**src/rtl/lifo_stack.sv**
```systemverilog
// Parametrised LIFO stack with swap/bypass on simultaneous push+pop, top-of-stack peek,
// almost-full watermark and sticky overflow/underflow flags.
module lifo_stack #(
  parameter int DEPTH     = 8,
  parameter int WIDTH     = 4,
  parameter int AF_MARGIN = 1,
  localparam int CW = $clog2(DEPTH) + 1,
  localparam int AW = (DEPTH > 1) ? $clog2(DEPTH) : 1
) (
  input  logic             clk,
  input  logic             rstn,
  input  logic             push,
  input  logic             pop,
  input  logic [WIDTH-1:0] data_in,
  input  logic             clr_err,
  output logic [WIDTH-1:0] data_out,
  output logic             data_valid,
  output logic [WIDTH-1:0] top,
  output logic [CW-1:0]    count,
  output logic             full,
  output logic             empty,
  output logic             almost_full,
  output logic             overflow,
  output logic             underflow
);

  localparam logic [CW-1:0] DEPTH_C = CW'(DEPTH);
  localparam logic [CW-1:0] AF_C    = CW'(DEPTH - AF_MARGIN);

  // A fresh error in the same cycle as a clear takes priority.
  function automatic logic sticky_next(input logic q, input logic clr, input logic set);
    return (q & ~clr) | set;
  endfunction

  logic [WIDTH-1:0] mem_q [DEPTH];
  logic [CW-1:0]    count_q, count_d;
  logic [WIDTH-1:0] data_out_q, data_out_d;
  logic             dv_q, dv_d;
  logic             ovf_q, ovf_d;
  logic             udf_q, udf_d;

  logic             is_empty, is_full;
  logic [CW-1:0]    cnt_m1;
  logic [AW-1:0]    top_idx;
  logic [AW-1:0]    wr_idx;
  logic             wr_en;
  logic             ovf_set, udf_set;

  assign is_empty = (count_q == '0);
  assign is_full  = (count_q == DEPTH_C);
  assign cnt_m1   = count_q - CW'(1);
  assign top_idx  = cnt_m1[AW-1:0];

  always_comb begin
    count_d    = count_q;
    data_out_d = data_out_q;
    dv_d       = 1'b0;
    wr_en      = 1'b0;
    wr_idx     = count_q[AW-1:0];
    ovf_set    = 1'b0;
    udf_set    = 1'b0;
    unique case ({push, pop})
      2'b10: begin
        if (is_full) begin
          ovf_set = 1'b1;
        end else begin
          wr_en   = 1'b1;
          count_d = count_q + CW'(1);
        end
      end
      2'b01: begin
        if (is_empty) begin
          udf_set = 1'b1;
        end else begin
          data_out_d = mem_q[top_idx];
          dv_d       = 1'b1;
          count_d    = cnt_m1;
        end
      end
      2'b11: begin
        dv_d = 1'b1;
        if (is_empty) begin
          data_out_d = data_in;
        end else begin
          // Swap: hand out the old top and overwrite it in place.
          data_out_d = mem_q[top_idx];
          wr_en      = 1'b1;
          wr_idx     = top_idx;
        end
      end
      default: ;
    endcase
    ovf_d = sticky_next(ovf_q, clr_err, ovf_set);
    udf_d = sticky_next(udf_q, clr_err, udf_set);
  end

  always_ff @(posedge clk) begin
    if (!rstn) begin
      count_q    <= '0;
      data_out_q <= '0;
      dv_q       <= 1'b0;
      ovf_q      <= 1'b0;
      udf_q      <= 1'b0;
    end else begin
      count_q    <= count_d;
      data_out_q <= data_out_d;
      dv_q       <= dv_d;
      ovf_q      <= ovf_d;
      udf_q      <= udf_d;
    end
  end

  always_ff @(posedge clk) begin
    if (rstn && wr_en) mem_q[wr_idx] <= data_in;
  end

  assign data_out    = data_out_q;
  assign data_valid  = dv_q;
  assign top         = is_empty ? '0 : mem_q[top_idx];
  assign count       = count_q;
  assign full        = is_full;
  assign empty       = is_empty;
  assign almost_full = (count_q >= AF_C);
  assign overflow    = ovf_q;
  assign underflow   = udf_q;

endmodule
```
**config.mk**
```make
export PLATFORM = sky130hd
export DESIGN_NAME = lifo_stack
export DESIGN_NICKNAME = d
export VERILOG_FILES = /design/src/rtl/lifo_stack.sv
export SDC_FILE = /design/constraint.sdc
export NUM_CORES = 1
export LEC_CHECK = 0
export CORE_MARGIN = 3
export CORE_UTILIZATION = 44
export DETAILED_ROUTE_END_ITERATION = 8
export PLACE_DENSITY = 0.77
export SYNTH_ARGS = -nofsm -noshare
export SYNTH_HDL_FRONTEND = slang
export SYNTH_SLANG_ARGS = --single-unit
```
**constraint.sdc**
```tcl
create_clock -name clk -period 5.3 [get_ports clk]
set_input_delay 0.53 -clock clk [delete_from_list [all_inputs] [get_ports clk]]
set_output_delay 0.53 -clock clk [all_outputs]
set_load 0.05 [all_outputs]
```
# Word-level counts from Yosys, hierarchy flattened
# Memory sizes are Yosys's and may differ from the RTL's.
# Index checks and enable logic that the tools add are counted.
# totals
inputBits	9
mem_count	1
ff_bits	11
word_cells	45
mem_bits_rw	32
output_inout_bits	18
# op_classes
addsub	2
n_reduce_logical	6
magnitude_cmp	1
eq_ne	6
mux	19
n_bitwise	5
# mem_list
name	words	width	read_ports	rd_ports_with_merged_regs	wr	line	source
mem_q	8	4	1	0	1	35	logic [WIDTH-1:0] mem_q [DEPTH];
# op_table
op	count
2-to-1 mux 4 bit	5
one-hot mux 4 bit (2 select lines)	2
2-to-1 mux 1 bit	8
2-to-1 mux 3 bit	2
adder 4 x 1 -> 4 bit (second input constant)	1
equality test 2 bit (second input constant)	2
equality test 4 bit (second input constant)	1
greater-or-equal comparator 4 x 3 -> 1 bit (second input constant)	1
zero test 4 bit	1
inequality test 2 bit (second input constant)	2
one-hot mux 1 bit (2 select lines)	2
nonzero test 2 bit	2
subtractor 4 x 1 -> 4 bit (second input constant)	1
AND reduction 3 bit	1
bitwise AND 1 bit	2
equality test 2 x 1 -> 1 bit (second input constant)	1
bitwise OR 1 bit	2
AND reduction 2 bit	1
logical AND 1 bit	1
inverter 1 bit	1

# Logic depth before layout (Yosys ltp)
# Gate-level depths: netlist (run 1).
# depth
depth_word	6
mapped_depth	9
ltp_nobuf	7

# Worst setup path after synthesis (run 1)
# Ideal clock, no wire load.
# synth_timing
path_kind	register to output
start	reg count_q[0] (netlist: count[0])
end	out top[1]
arrival_time_ns	2.586
stages_incl_launch_ff	7
n_path_buf	0
path_slack_ns	2.184
required_time_ns	4.770
path_cell_list	dfxtp_1 inv_2 ha_1 xor2_4 mux4_1 mux2i_1 nor2_1
# synth_via
elab_chain_cells	3
elab_cells_between_ends	4
classes_between	1 x add/sub; 1 x mux; 1 x reduce/logical; 1 x memory
# synth_rtl
element	line	source
start: declaration	36	logic [CW-1:0] count_q, count_d;
start signal: assignment	105	count_q <= count_d;
subtractor 4 x 1 -> 4 bit	51	assign cnt_m1 = count_q - CW'(1);
memory read (8 x 4 bit)	n/a	
2-to-1 mux 4 bit (*)	119	assign top = is_empty ? '0 : mem_q[top_idx];
end: declaration	18	output logic [WIDTH-1:0] top,
# Every way passes the cells marked *; elsewhere a longest branch is shown, timed or not.

# Final worst setup path (run 1)
# layout_timing
start	reg count_q[0] (netlist: count[0])
end	out top[2]
# Same word-level chain as after synthesis.

==> flow_summary.yaml, run 1 <==
place:
  dpl-instance-area_sq_um: 2301
  placement.io_buffers: 26
  placed_cells: 216
  final_weighted_congestion_in_routability_driven_placement: 0.8405
  place_hpwl_um: 3094
  setup_slack_placement_ps: 1869
route:
  route.detailed.drc: 0
  totalWireLength_um: 4234
  ant_nets: 0
  vias_per_cell: 6.022
  drt_iter0_drc: 131
  drt_pre_antenna_iters: 4
  routedWlPerCell_um: 18.90
  vias: 1349
cts:
  post-cts-setup-buffer-count: 0
  worstSkewPairLatency_ps: 300
  cts_tree: "yes"
  clock_pin_slew_worst_setup_and_hold_paths_ps: 80
  cts_htree_levels: 2
  clock_net_sink_count: 43
  cts.path.max_buffers: 2
  cts-hold-fix-buffers: 0
  cts-resized-gates: 0
  cts_root_buf: "sky130_fd_sc_hd__clkbuf_8"
  numCtsBuffers: 5
sta:
  timing_max_transition_violations_final: 0
  worst_clock_skew_ps: 3.863
  final.hold.worst_slack_ps: 522.3
  setup_viol_count_final: 0
  max-slew-margin-rel_pct: 49.00
  grt_setup_unrepaired: "no"
  hold_violations: 0
  tightest_slew_ps: 759.1
  setup-tns-final_ps: 0
  post-route-worst-setup-slack_ps: 1517
  achievable-frequency_ghz: 0.2643
  fin_crit_sh_pct: 71.38
  period_minus_slack_ps: 3783
logic_synthesis:
  largest_area_contributor_in_the_netlist: "sky130_fd_sc_hd__edfxtp_1"
  yosysWarningCount: 0
  synthTopCellsByArea: "sky130_fd_sc_hd__edfxtp_1 (47%), sky130_fd_sc_hd__dfxtp_1 (11%), sky130_fd_sc_hd__mux4_2 (5.5%), sky130_fd_sc_hd__mux4_1 (3.9%), sky130_fd_sc_hd__mux2i_1 (3.5%)"
  ys_seq_area_share_pct: 58.16
  synth.lib_cells_used.distinct: 39
  number_of_flops_mapped_to_enable_cells_by_yosys: 32
  postSynth.asyncResetShare_pct: 0
  postSynthAreaPerCell_sq_um: 13.91
  netlist_area_sq_um: 2031
  syn_inst: 146
  synth.top_cell.area_share_pct: 47.32
  ys_dominant_reg_cell: "sky130_fd_sc_hd__edfxtp_1"
  synth_nets: 158
  synth_seq_cells: 43
global_routing:
  overall_routing_resource_usage_pct: 16.61
  first_global_vias: 1322
  grt_start_max_net_pins: 16
  antenna_violations_before_repair: 0
  overflow: 0
  grt_pass1_wl_um: 6568
critical_path:
  slowest_delay_ps: 710
  maximum_fanout_along_the_worst_path: 10
  setup.worst_path.start_class: "register"
  worstPathCellList: "inv_2 -> ha_1 -> xor2_4 -> mux4_2 -> mux2i_1 -> nor2_1 -> clkdlybuf4s50_1"
  critical_path.endpoint_type: "output pin"
  cp_slowest_cell: "sky130_fd_sc_hd__clkdlybuf4s50_1"
  cp.buffers_inverters: 2
  critPathRequiredTime_ps: 4770
  cp.arrival_ps: 3250
  cpLargestDelayFamily: "buffers and inverters"
  setup.worst_path.class: "register to output pin"
floorplanning:
  floorplan.core_area_sq_um: 4414
  floorplan.initialDensity_pct: 46.00
  floorplan.io_pins: 27
  die_height_um: 73.94
  core.rowCount: 24
  chipWidth_um: 73.94
  design.die.area_sq_um: 5466
layout:
  post_layout_nonfiller_instances: 224
  insertedDiodeCount: 0
  nets: 183
  layout.filler_cells: 352
  area_delta_synth_final_pct: 19.29
  layout.cells.most_common: "sky130_fd_sc_hd__edfxtp_1"
  final_area_sq_um: 2422
  multiInputGateArea_sq_um: 764.5
  seqCellArea_sq_um: 1181
  most-common-layout-cells: "sky130_fd_sc_hd__edfxtp_1 (32), sky130_fd_sc_hd__clkdlybuf4s50_1 (26), sky130_fd_sc_hd__nand3_1 (11), sky130_fd_sc_hd__dfxtp_1 (11)"
  utilization_pct: 54.88
  final_layout_size_suffix_gt1_share_pct: 13.37
power:
  max-vdd-ir-drop_mv: 0.2112
  total_power_uw: 903.6
  power_density_normalized_to_cell_area_nw_per_um2: 373.0
  cellLeakagePower_nw: 0.8638
job:
  timing.max_cap.violations: 0
worst_hold_path:
  worst_hold_path_type: "register to register"
status:
  run_status: "finished, final reports clean"
worst min-delay path: stages (launching register included):
cell                       delay (ps)
sky130_fd_sc_hd__dfxtp_1          320
sky130_fd_sc_hd__nand3_1           70
sky130_fd_sc_hd__o211ai_1          80
cell families (layout without fill, tap and decap cells):
group,count (synthesis),count (layout),synth area share [%]
buffers and inverters,14,40,4.189
adder cells (fa/ha/maj),3,3,1.849
multiplexers,15,15,12.88
AO/OA/AOI/OAI,21,21,7.886
XOR/XNOR,2,2,1.787
flip-flops,43,43,58.16
AND/OR/NAND/NOR,48,48,13.25
worst paths after layout:
kind	from	cells past startpoint	slack (ps)	endpoint
setup / recovery	count[0]	7	1520	top[2]
hold / removal	data_out[0]	2	520	data_out[0]
setup reg to reg	count[0]	7	2450	mem_q[7][3]
hold reg to reg	data_out[0]	2	520	data_out[0]
where the power goes:
group / internal [mW] / total [mW] / switching, mW
Clock: 0.155 / 0.264 / 0.109
Sequential: 0.374 / 0.385 / 0.0108
Combinational: 0.0950 / 0.254 / 0.159
Total: 0.624 / 0.904 / 0.279
final cells by class:
type | count | share of cell area [%]
sequential | 43 | 48.76
multi-input combinational | 89 | 31.56
timing repair buffer | 26 | 10.74
clock buffer | 6 | 3.409
tap | 52 | 2.686
clock inverter | 2 | 1.601
inverter | 6 | 1.240
metal layers:
layer	wire length, um	share of wire (%)	global-route usage (%)	up-vias
met5	0	0	0	-
met4	98	2.3	6.237	0
met3	271	6.4	4.730	9
met2	2125	50	27.36	49
met1	1739	41	20.93	682
li1	-	-	-	609
registers in the layout, indices dropped and copies added (netlist names):
register and flops:
mem_q 32, count 4, data_out 4, data_valid 1
overflow 1, underflow 1
synthesized netlist by cell type (2+ instances only):
library cell / number
sky130_fd_sc_hd__mux2i_1: 7
sky130_fd_sc_hd__nand3_1: 11
sky130_fd_sc_hd__inv_1: 4
sky130_fd_sc_hd__and3_1: 5
sky130_fd_sc_hd__edfxtp_1: 32
sky130_fd_sc_hd__buf_2: 2
sky130_fd_sc_hd__o21ba_2: 2
sky130_fd_sc_hd__mux4_2: 5
sky130_fd_sc_hd__nand2b_1: 3
sky130_fd_sc_hd__mux4_1: 3
sky130_fd_sc_hd__nor2_1: 9
sky130_fd_sc_hd__nor3_1: 9
sky130_fd_sc_hd__buf_6: 3
sky130_fd_sc_hd__ha_1: 3
sky130_fd_sc_hd__dfxtp_1: 11
sky130_fd_sc_hd__o21ai_0: 2
sky130_fd_sc_hd__nand2_1: 4
sky130_fd_sc_hd__o21bai_1: 2
sky130_fd_sc_hd__a21oi_1: 4
sky130_fd_sc_hd__o211ai_1: 4
sky130_fd_sc_hd__clkbuf_1: 3
(Power assumes the default switching activity.)
==> run 2, diff against run 1 <==
clock period = 3.9 ns   (was 5.3 ns; I/O delays follow)
==> flow_summary.yaml, run 2 (synthesized netlist as in run 1, its figures left out) <==
cts:
  clock_pin_slew_worst_setup_and_hold_paths_ps: 80
  worstSkewPairLatency_ps: 290
  cts.path.max_buffers: 2
  cts_htree_levels: 2
  cts-resized-gates: 0
  cts_root_buf: "sky130_fd_sc_hd__clkbuf_8"
  cts_tree: "yes"
  post-cts-setup-buffer-count: 0
  cts-hold-fix-buffers: 0
  numCtsBuffers: 5
  clock_net_sink_count: 43
layout:
  nets: 184
  layout.cells.most_common: "sky130_fd_sc_hd__edfxtp_1"
  insertedDiodeCount: 0
  largest_register_ff_count: 32
  final_layout_size_suffix_gt1_share_pct: 13.29
  max_flop_register: "mem_q"
  area_delta_synth_final_pct: 17.87
  layout.filler_cells: 361
  most-common-layout-cells: "sky130_fd_sc_hd__edfxtp_1 (32), sky130_fd_sc_hd__clkdlybuf4s50_1 (26), sky130_fd_sc_hd__nand3_1 (11), sky130_fd_sc_hd__dfxtp_1 (11)"
floorplanning:
  chipWidth_um: 73.94
  floorplan.core_area_sq_um: 4414
  core.rowCount: 24
  design.die.area_sq_um: 5466
  floorplan.io_pins: 27
  die_height_um: 73.94
  floorplan.initialDensity_pct: 46.00
worst_hold_path:
  worst_hold_path_type: "register to register"
  worstHoldEndpoint: "data_out[2]"
  timing.hold.worst.start: "data_out[2]"
  hold-path-cell-count: 2
route:
  vias_per_cell: 5.956
  route.detailed.drc: 0
  totalWireLength_um: 4162
  routedWlPerCell_um: 18.50
  drt_iter0_drc: 96
  drt_pre_antenna_iters: 4
  ant_nets: 0
  vias: 1340
critical_path:
  critical_path.endpoint_type: "output pin"
  slowest_delay_ps: 710
  maximum_fanout_along_the_worst_path: 10
  setup.worst_path.start_class: "register"
  critPathRequiredTime_ps: 3510
  worst_r2r_startpoint: "count[0]"
  cp.arrival_ps: 3240
  cp_slowest_cell: "sky130_fd_sc_hd__clkdlybuf4s50_1"
  timing.reg2reg.setup_slack_ps: 1000
  rr_worst_depth: 7
  setup.worst_path.class: "register to output pin"
  worstPathCellList: "inv_2 -> ha_1 -> xor2_4 -> mux4_2 -> mux2i_1 -> nor2_1 -> clkdlybuf4s50_1"
  reg2reg_end: "mem_q[7][2]"
sta:
  fin_crit_sh_pct: 93.06
  timing_max_transition_violations_final: 0
  post-route-worst-setup-slack_ps: 270.6
  period_minus_slack_ps: 3629
  tightest_slew_ps: 793.8
  achievable-frequency_ghz: 0.2755
  max-slew-margin-rel_pct: 46.68
  setup_viol_count_final: 0
  grt_setup_unrepaired: "no"
  hold_violations: 0
  setup-tns-final_ps: 0
  worst_clock_skew_ps: 7.465
status:
  run_status: "finished, final reports clean"
power:
  power_density_normalized_to_cell_area_nw_per_um2: 477.9
  max-vdd-ir-drop_mv: 0.3761
  cellLeakagePower_nw: 0.8480
place:
  setup_slack_placement_ps: 634.3
  place_hpwl_um: 3021
  placement.io_buffers: 26
  final_weighted_congestion_in_routability_driven_placement: 0.8414
job:
  timing.max_cap.violations: 0
global_routing:
  antenna_violations_before_repair: 0
  grt_start_max_net_pins: 16
  overflow: 0
  overall_routing_resource_usage_pct: 15.79
  first_global_vias: 1254
  grt_pass1_wl_um: 6320
run 2: cell types whose count changed in the layout (fill, tap and decap cells not counted):
cell	change
sky130_fd_sc_hd__clkbuf_8	-1
sky130_fd_sc_hd__clkinvlp_4	+1
sky130_fd_sc_hd__clkinv_2	+1
sky130_fd_sc_hd__bufinv_16	-1
sky130_fd_sc_hd__inv_6	-1
sky130_fd_sc_hd__buf_4	+1
sky130_fd_sc_hd__clkbuf_1	+1
run 2: final cells by class:
cell class / count / area, sq um / share of cell area [%]
inverters: 6 / 30.03 / 1.255
repair buffers: 27 / 267.8 / 11.19
clock inverters: 2 / 12.51 / 0.5227
multi-input cells: 89 / 764.5 / 31.94
flip-flops and latches: 43 / 1181 / 49.35
well taps: 52 / 65.06 / 2.718
clock buffers: 6 / 72.57 / 3.032
run 2: worst max path at each step:
stage          startpoint     end  slack, ps  cells past startpoint
3_3_place_gp     count[0]  top[3]        660                      7
2_1_floorplan    count[0]  top[1]        920                      6
5_1_grt          count[0]  top[1]        100                      7
6_report         count[0]  top[0]        270                      7
3_5_place_dp     count[0]  top[1]        630                      7
4_1_cts          count[0]  top[1]        300                      7
run 2: layer usage:
layer	routed length (um)	global-route usage [%]
met1	1768	21.06
met2	2044	25.59
met3	273	4.459
met4	76	4.225
met5	0	0
run 2: worst max-delay path, delay by kind of cell, from the launching register on:
family                     cells  cell delay (ps)
buffers and inverters          2              880
muxes                          2              810
and+or+nand+nor                1               90
DFF                            1              470
xor gates and xnor gates       1              380
adders and majority gates      1              320
run 2: stage by stage:
step / std cells / power, mW / hold slack, ps / util (%) / cell area, sq um
floorplan: 146 / 0.7867 / 488.9 / - / 2031
global placement: 217 / 0.8731 / 470.2 / 52.30 / 2308
detailed placement: 217 / 0.8779 / 505.7 / 52.30 / 2308
CTS: 225 / 1.145 / 515.2 / 54.22 / 2394
global route: 225 / 1.188 / 531.1 / 54.22 / 2394
finish: 225 / 1.144 / 510.4 / 54.22 / 2394
run 2: power breakdown:
| part | leakage [nW] | switching (mW) | internal [mW] |
|---|---|---|---|
| clock network | 0.0412 | 0.149 | 0.125 |
| registers | 0.379 | 0.0141 | 0.509 |
| logic | 0.428 | 0.217 | 0.130 |
==> run 3, diff against run 2 <==
HOLD_SLACK_MARGIN = 0.15   (was not set)
==> results of run 3 <==
Same layout as run 2: the final DEF is identical, and so are final timing and power.
